[config.mk]
export PLATFORM = sky130hd
export DESIGN_NAME = addr_stack
export DESIGN_NICKNAME = d
export VERILOG_FILES = /design/src/rtl/addr_stack_pkg.sv /design/src/rtl/addr_stack_incr.sv /design/src/rtl/addr_stack.sv
export SDC_FILE = /design/constraint.sdc
export NUM_CORES = 1
export LEC_CHECK = 0
export ABC_AREA = 1
export BUFFER_PORTS_ARGS = -buffer_cell sky130_fd_sc_hd__buf_4
export CAP_MARGIN = 20
export CORE_UTILIZATION = 57
export DETAILED_ROUTE_END_ITERATION = 8
export PLACE_DENSITY_LB_ADDON = 0.2
export SETUP_SLACK_MARGIN = 0.1
export SYNTH_ARGS = -nofsm -noshare
export SYNTH_HDL_FRONTEND = slang
export SYNTH_SLANG_ARGS = --single-unit
[constraint.sdc]
create_clock -name clk -period 2.2 [get_ports clk]
set_clock_uncertainty 0.05 [all_clocks]
set_input_delay 0.33 -clock clk [delete_from_list [all_inputs] [get_ports clk]]
set_output_delay 0.33 -clock clk [all_outputs]
set_load 0.005 [all_outputs]
[src/rtl/addr_stack_pkg.sv]
// mcs4 package: program-counter operation codes and the default address type
// shared by the address stack and anything that drives it.
package mcs4;

   localparam int ADDR_W_DEFAULT = 12;

   typedef logic [ADDR_W_DEFAULT-1:0] addr_t;

   // Encodings 6 and 7 are unused; the stack treats them as PC_HOLD.
   typedef enum logic [2:0] {
      PC_HOLD  = 3'd0,
      PC_INCR  = 3'd1,
      PC_JUMP  = 3'd2,
      PC_JPAGE = 3'd3,
      PC_CALL  = 3'd4,
      PC_RET   = 3'd5
   } pc_op_t;

endpackage

[src/rtl/addr_stack_incr.sv]
// addr_incr: ADDR_W-bit +1 incrementer producing the next sequential address.
// The carry out of the top bit is dropped, so the all-ones address wraps to 0.
//   a : current address
//   y : (a + 1) mod 2^ADDR_W
module addr_incr #(
   parameter int ADDR_W = 12
) (
   input  logic [ADDR_W-1:0] a,
   output logic [ADDR_W-1:0] y
);

   assign y = a + ADDR_W'(1);

endmodule

[src/rtl/addr_stack.sv]
// addr_stack: program counter plus a circular return-address stack.
// The PC is its own register; DEPTH-1 return slots form a small unreset RAM
// addressed by a wrapping stack pointer. CALL at full depth overwrites the
// oldest slot (ovf), RET at depth 0 still pops the wrapped slot (unf).
//   clk, rst : clock, synchronous active-high reset
//   op_en    : qualifies op; all state holds when low
//   op, tgt  : operation and its target address
//   nib_sel  : nibble index for nib_out
//   pc       : registered program counter
//   nib_out  : selected 4-bit nibble of pc (combinational)
//   depth    : number of valid return slots
//   ovf, unf : registered one-cycle overflow / underflow pulses
module addr_stack
   import mcs4::*;
#(
   parameter int ADDR_W = 12,
   parameter int DEPTH  = 4
) (
   input  logic                         clk,
   input  logic                         rst,
   input  logic                         op_en,
   input  pc_op_t                       op,
   input  logic [ADDR_W-1:0]            tgt,
   input  logic [$clog2(ADDR_W/4)-1:0]  nib_sel,
   output logic [ADDR_W-1:0]            pc,
   output logic [3:0]                   nib_out,
   output logic [$clog2(DEPTH)-1:0]     depth,
   output logic                         ovf,
   output logic                         unf
);

   localparam int NIBS  = ADDR_W / 4;
   localparam int NW    = $clog2(NIBS);
   localparam int SLOTS = DEPTH - 1;
   localparam int SP_W  = (SLOTS > 1) ? $clog2(SLOTS) : 1;
   localparam int DW    = $clog2(DEPTH);
   localparam logic [SP_W-1:0]   SP_LAST  = SP_W'(SLOTS - 1);
   localparam logic [DW-1:0]     DEPTH_MX = DW'(SLOTS);
   localparam logic [ADDR_W-1:0] LOW_MASK = ADDR_W'(8'hFF);

   logic [ADDR_W-1:0] pc_q, pc_d;
   logic [SP_W-1:0]   sp_q, sp_d;
   logic [DW-1:0]     depth_q, depth_d;
   logic              ovf_q, ovf_d;
   logic              unf_q, unf_d;

   logic [ADDR_W-1:0] slot_q [SLOTS];
   logic              slot_we;

   logic [ADDR_W-1:0] pc1;
   logic [ADDR_W-1:0] jpage;
   logic [SP_W-1:0]   sp_next, sp_prev;

   addr_incr #(.ADDR_W(ADDR_W)) u_incr (
      .a (pc_q),
      .y (pc1)
   );

   // Page of the next address with the low byte taken from tgt; a mask form
   // keeps this legal when ADDR_W is exactly 8 (no page bits).
   assign jpage   = (pc1 & ~LOW_MASK) | (tgt & LOW_MASK);
   assign sp_next = (sp_q == SP_LAST) ? '0 : sp_q + SP_W'(1);
   assign sp_prev = (sp_q == '0) ? SP_LAST : sp_q - SP_W'(1);

   always_comb begin
      pc_d    = pc_q;
      sp_d    = sp_q;
      depth_d = depth_q;
      ovf_d   = 1'b0;
      unf_d   = 1'b0;
      slot_we = 1'b0;
      if (op_en) begin
         case (op)
            PC_INCR:  pc_d = pc1;
            PC_JUMP:  pc_d = tgt;
            PC_JPAGE: pc_d = jpage;
            PC_CALL: begin
               slot_we = 1'b1;
               sp_d    = sp_next;
               pc_d    = tgt;
               if (depth_q == DEPTH_MX) ovf_d = 1'b1;
               else                     depth_d = depth_q + DW'(1);
            end
            PC_RET: begin
               sp_d = sp_prev;
               pc_d = slot_q[sp_prev];
               if (depth_q == '0) unf_d = 1'b1;
               else               depth_d = depth_q - DW'(1);
            end
            default: ;
         endcase
      end
   end

   always_ff @(posedge clk) begin
      if (rst) begin
         pc_q    <= '0;
         sp_q    <= '0;
         depth_q <= '0;
         ovf_q   <= 1'b0;
         unf_q   <= 1'b0;
      end else begin
         pc_q    <= pc_d;
         sp_q    <= sp_d;
         depth_q <= depth_d;
         ovf_q   <= ovf_d;
         unf_q   <= unf_d;
      end
   end

   // Return slots behave as RAM: no reset, and a CALL coincident with reset
   // does not write.
   always_ff @(posedge clk) begin
      if (slot_we && !rst) slot_q[sp_q] <= pc1;
   end

   always_comb begin
      nib_out = 4'h0;
      for (int i = 0; i < NIBS; i++) begin
         if (nib_sel == NW'(i)) nib_out = pc_q[i*4 +: 4];
      end
   end

   assign pc    = pc_q;
   assign depth = depth_q;
   assign ovf   = ovf_q;
   assign unf   = unf_q;

endmodule

==> results of run 1 <==
-- flip-flops by register name, summed over array words and instances, names as in the netlist --
register / count
pc: 12
unf: 1
slot_q: 36
ovf: 1
depth: 2
sp_q: 2
-- how the worst min path moves through the flow --
stage | slack (ps) | cells after the start | from | end
after floorplan | 350 | 1 | rst | pc[1]
after global routing | 220 | 2 | rst | pc[3]
after detailed placement | 460 | 2 | depth[1] | ovf
after global placement | 460 | 2 | depth[0] | depth[0]
after CTS | 210 | 2 | rst | pc[6]
final | 220 | 2 | rst | pc[6]
-- per-layer routing --
layer | up-vias | track usage | wire (um)
li1 | 1219 | - | -
met1 | 1140 | 0.394 | 3050
met2 | 104 | 0.453 | 3200
met3 | 15 | 0.0389 | 502
met4 | 0 | 0.118 | 108
met5 | - | 0 | 0
-- power groups by stage --
stage	registers (mW)	clock network [mW]	logic [mW]
after floorplan	1.16	0	0.174
after global placement	1.16	0	0.299
after detailed placement	1.16	0	0.304
after CTS	1.14	0.535	0.307
after global routing	1.14	0.576	0.344
final	1.14	0.534	0.309
-- cell type report --
cell class	count	area, sq um	area share
Clock buffer	6	72.6	0.0221
Clock inverter	2	8.76	0.00267
Inverter	46	175	0.0533
Multi-Input combinational cell	240	1160	0.352
Sequential cell	54	1440	0.439
Tap cell	67	83.8	0.0255
Timing Repair Buffer	46	345	0.105
-- logic make-up after synthesis --
logic type      count (synthesis)  share of synthesized area
compound gates                 41                     0.0888
simple gates                  191                      0.290
fa+ha+maj                       6                     0.0268
flops                          54                      0.514
xor+xnor                        2                    0.00625
buf+inv                        52                     0.0741
-- per-stage QoR --
stage	setup WS, ps	hold slack (ps)	instance area (sq um)	std cells	util
finish	317	222	3280	461	0.695
floorplan	565	349	2800	346	-
global placement	362	455	3200	453	0.678
global route	167	217	3280	461	0.695
detailed placement	243	464	3200	453	0.678
CTS	232	213	3280	461	0.695
-- cell usage in the layout, fill, tap and decap left out, types with 2 or more instances in the layout --
cell and instances:
a21oi_1 11, and2_1 3, buf_4 46, clkbuf_8 5
dfxtp_1 18, edfxtp_1 36, ha_1 5, inv_1 41
inv_2 4, nand2_1 110, nand2_2 2, nand2_4 2
nand3_1 31, nand4_1 2, nor2_1 32, nor2_2 3
nor3_1 2, o211ai_1 4, o21ai_0 14, o21ai_1 4
o21bai_1 2, o311ai_0 4, xor2_1 2
==> out/qor.csv, run 1 <==
stage;metric;value;unit
timing;final slew viol count;0;
timing;part of the cycle the worst path needs;0.856;
logic_synthesis;top cell type's share of synthesized area;0.386;
grt;first-pass GRT wire length;11100;um
grt;Total GRT Usage;0.284;
worst_setup_path;FF-to-FF setup slack;320;ps
worst_setup_path;CP Max Fanout;10;
outcome;status;complete, no violations;
timing;Setup TNS;0;ps
die;die height;72.1;um
grt;initial antenna violation count;0;
worst_setup_path;CP Depth;8;
timing;Worst slew margin;0.703;
timing;final setup fails;0;
placement;IO Port Bufs;39;
grt;largest net degree at the start of global routing;17;
worst_hold_path;Worst Hold Class;in -> reg;
power;Logic pwr share;0.156;
logic_synthesis;most common cell in the netlist;nand2_1;
worst_setup_path;CP Capture Type;flop;
worst_setup_path;WS Path Type;reg -> reg;
cells_and_area;share of layout cells above drive strength 1;0.173;
logic_synthesis;post-synth net total;372;
power;Worst VDD drop;0.000401;V
cells_and_area;filler instances;383;
drt;drt drc;0;
drt;detailed-route wire length per cell;14.9;um
worst_setup_path;Max stage delay on crit path;450;ps
drt;DR pass1 iterations;5;
drt;post-route ant nets;0;
worst_setup_path;critical path capture point;pc[11];
logic_synthesis;Avg Synthesized Cell Area;8.10;sq um
worst_setup_path;critical path's top delay family;simple AND/OR/NAND/NOR gates;
grt;vias in the first global route;2226;
drt;DR vias;2478;
worst_setup_path;critical path data arrival time;2070;ps
die;Top Ports;40;
drt;post-DR vias/cell;5.38;
die;Die W;72.1;um
logic_synthesis;Synth Flop Type;edfxtp_1;
worst_setup_path;CP max-delay cell;ha_2;
worst_setup_path;crit start category;flop;
drt;Routed WL;6850;um
logic_synthesis;Cell Area, Synth;0.00280;sq mm
timing;RSZ-0062 raised after global routing;false;
drt;DRT iter0 DRCs;179;
logic_synthesis;largest cells by area after synthesis;edfxtp_1 39%, nand2_1 15%, dfxtp_1 13%;
clocking;Post-CTS Setup Bufs;0;
logic_synthesis;register area share after synthesis;0.514;
timing;fin crit period;1880;ps
power;P_sw;0.531;mW
logic_synthesis;ys async rst share;0;
placement;Placer Congestion;0.887;
logic_synthesis;synth cell count leaders;110 x nand2_1, 41 x inv_1, 36 x edfxtp_1, 32 x nor2_1, 31 x nand3_1;
worst_setup_path;cells on worst reg2reg path;8;
cells_and_area;ant diodes;0;
logic_synthesis;Synth area leader;edfxtp_1;
clocking;maximum clock insertion buffer count;2;
worst_setup_path;R2R Path Start;sp_q[1];
die;CORE AREA;0.00472;sq mm
power;Pleak;1.46;nW
cells_and_area;Final Net Count;419;
worst_setup_path;CP Cell Sequence;inv_1 -> ha_2 -> inv_1 -> nor2_2 -> nand2_1 -> nand2_1 -> nor2_1 -> a21oi_1;
timing;worst slew pin tran;446;ps
logic_synthesis;Synth cell types;31;
timing;Hold Violations, Final;0;
power;Clk pwr share;0.269;
logic_synthesis;Yosys warnings;0;
clocking;H-tree levels;2;
clocking;latest clock arrival within the worst-skew pair;310;ps
power;Flop pwr share;0.575;
clocking;TritonCTS clock tree;yes;
power;Int Power;1.45;mW
worst_setup_path;Critical path buffers and inverters;2;
die;FP Rows;25;
clocking;Root Driver;clkbuf_8;
logic_synthesis;Post-synth EDFFs;36;
placement;Detail Placement HPWL;4940;um
clocking;clk slew on worst S/H paths;90;ps
power;Pwr Density;604;mW/mm^2
die;die area;0.00520;sq mm
worst_setup_path;worst r2r dst;pc[11];
cells_and_area;Area Overhead vs Synth;17.1;%
clocking;CTS Sinks;54;
die;initial core utilization;0.594;
logic_synthesis;synthesized flop and latch total;54;
logic_synthesis;Mapped Cells;346;
clocking;cts hold-fix bufs;0;
power;Power, Total;1.98;mW
power;Sw Share;0.268;
grt;grt ovf;0;
clocking;Num CTS Buffers;5;
flow_run;max-cap viol count;0;
clocking;post-CTS sizing;0;
worst_setup_path;Crit. Startpoint;sp_q[1];
timing;Max Fclk;531;MHz
worst_setup_path;Required @ worst endpoint;2390;ps
No activity file was read; power rests on OpenSTA's default activity.
==> inputs of run 2 (changes only) <==
GPL_ROUTABILITY_DRIVEN = 0   (was unset)
PLACE_DENSITY_LB_ADDON = 0.12   (was 0.2)
==> run 2 against run 1 <==
Net effect:
- routed wire length up 0.39%
- highest routed layer unchanged
- total power up 1.6%
- critical path type unchanged
- non-clock buffer count is the same
- critical path depth is the same
- final area increased by 0.27%
- combinational power hardly changed
- die area unchanged
- largest cell class unchanged
- global-route usage increased by 0.29 points
- hold slack worse by 13 ps
- count of clock-buffer cells in the layout did not move
- register-to-register slack about the same
==> out/qor.csv, run 2 (synthesized netlist as in run 1, its figures left out) <==
stage;metric;value;unit;change
power;Pleak;1.47;nW;+0.25%
clocking;H-tree levels;2;;unchanged
placement;Detail Placement HPWL;4920;um;-0.24%
worst_hold_path;Worst Hold Class;in -> reg;;
grt;grt ovf;0;;unchanged
clocking;clk slew on worst S/H paths;100;ps;about the same
drt;DR pass1 iterations;5;;unchanged
grt;met1 usage;0.383;;-0.0110
grt;met2 Usage GRT;0.467;;+0.0145
worst_setup_path;CP Capture Type;flop;;
timing;Hold Violations, Final;0;;unchanged
outcome;status;complete, no violations;;
power;Worst VDD drop;0.000457;V;+14%
timing;part of the cycle the worst path needs;0.854;;-0.00161
worst_setup_path;Required @ worst endpoint;2400;ps;about the same
die;Die W;72.1;um;unchanged
timing;Setup TNS;0;ps;unchanged
cells_and_area;filler instances;406;;+6.0%
die;Top Ports;40;;unchanged
grt;met3 Usage GRT;0.0583;;+0.0194
die;FP Rows;25;;unchanged
drt;detailed-route wire length per cell;14.9;um;+0.39%
grt;initial antenna violation count;0;;unchanged
flow_run;max-cap viol count;0;;unchanged
grt;first-pass GRT wire length;11200;um;+1.2%
timing;fin crit period;1880;ps;-3.55 ps
clocking;Num CTS Buffers;5;;unchanged
cells_and_area;Final Net Count;419;;unchanged
die;initial core utilization;0.594;;unchanged
timing;Max Fclk;532;MHz;+0.19%
cells_and_area;most common cell after layout, fill and taps aside;nand2_1;;
clocking;cts hold-fix bufs;0;;unchanged
power;Pwr Density;612;mW/mm^2;+1.3%
cells_and_area;Area Overhead vs Synth;17.4;%;
cells_and_area;Most flops, register;slot_q;;
clocking;latest clock arrival within the worst-skew pair;310;ps;about the same
timing;Worst slew margin;0.671;;-0.0312
worst_setup_path;critical path data arrival time;2080;ps;about the same
drt;DRT iter0 DRCs;189;;+5.6%
grt;largest net degree at the start of global routing;17;;unchanged
worst_setup_path;WS Path Type;reg -> reg;;
cells_and_area;ant diodes;0;;unchanged
drt;DR vias;2458;;-0.81%
clocking;Root Driver;clkbuf_8;;
drt;drt drc;0;;unchanged
placement;IO Port Bufs;39;;unchanged
cells_and_area;max FFs per register;36;;unchanged
placement;cell total after placement;453;;unchanged
grt;GRT busiest layer;met2;;
drt;Routed WL;6880;um;+0.39%
drt;post-DR vias/cell;5.33;;-0.81%
die;die area;0.00520;sq mm;unchanged
die;CORE AREA;0.00472;sq mm;unchanged
worst_setup_path;CP Max Fanout;10;;unchanged
worst_setup_path;crit start category;flop;;
clocking;TritonCTS clock tree;yes;;
grt;Total GRT Usage;0.287;;+0.00288
timing;final slew viol count;0;;unchanged
drt;post-route ant nets;0;;unchanged
clocking;CTS Sinks;54;;unchanged
cells_and_area;Final Non-Filler Cells;461;;unchanged
die;die height;72.1;um;unchanged
clocking;maximum clock insertion buffer count;2;;unchanged
cells_and_area;share of layout cells above drive strength 1;0.173;;unchanged
timing;RSZ-0062 raised after global routing;false;;
timing;final setup fails;0;;unchanged
timing;worst slew pin tran;493;ps;+46.8 ps
grt;vias in the first global route;2352;;+5.7%
cells_and_area;most frequent cells in the layout;110 x nand2_1, 46 x buf_4, 41 x inv_1;;
run 2: cell counts in the layout (fill, tap and decap cells not counted):
Identical to the previous run, type by type.
run 2: worst paths after layout:
check | startpoint | depth (start not counted) | slack, ps | endpoint
max | sp_q[0] | 8 | 320 | pc[9]
min | rst | 2 | 210 | pc[3]
max reg2reg | sp_q[0] | 8 | 320 | pc[9]
min reg2reg | depth[0] | 2 | 460 | depth[0]
run 2: per-layer routing:
metal  vias to the layer above  wire [um]
met5                         -          0
met4                         0        103
met3                        12        496
met2                        96       3240
met1                      1135       3040
li1                       1215          -
run 2: worst max-delay path, stage by stage, from the launching register on:
cell and delay (ps):
dfxtp_1 390, inv_1 100, ha_2 450, inv_1 190
nor2_2 270, nand2_1 90, nand3_1 90, nor2_1 50
a21oi_1 130
run 2: repair_timing:
action | in CTS | in global routing
setup endpoints to repair | 0 | 5
resized for setup | 0 | 1
setup buffers | 0 | 0
run 2: cell type report:
type | count | area [sq um] | share of cell area
clock buffer | 6 | 82.6 | 0.0251
clock inverter | 2 | 7.51 | 0.00228
inverter | 46 | 175 | 0.0532
multi-input combinational | 240 | 1160 | 0.351
sequential | 54 | 1440 | 0.438
tap | 67 | 83.8 | 0.0255
timing repair buffer | 46 | 345 | 0.105
run 2: through the flow:
step / hold WS, ps / setup slack (ps) / utilization / area (sq um) / total power [mW]
floorplan: 349 / 565 / - / 2800 / 1.33
global placement: 452 / 385 / 0.678 / 3200 / 1.46
detailed placement: 452 / 270 / 0.678 / 3200 / 1.46
CTS: 208 / 227 / 0.697 / 3290 / 2.01
global route: 215 / 156 / 0.697 / 3290 / 2.10
finish: 209 / 320 / 0.697 / 3290 / 2.01
run 2: report_power, final:
group	switching, mW	internal (mW)
logic	0.186	0.123
clock network	0.318	0.249
registers	0.0294	1.11
total	0.533	1.48
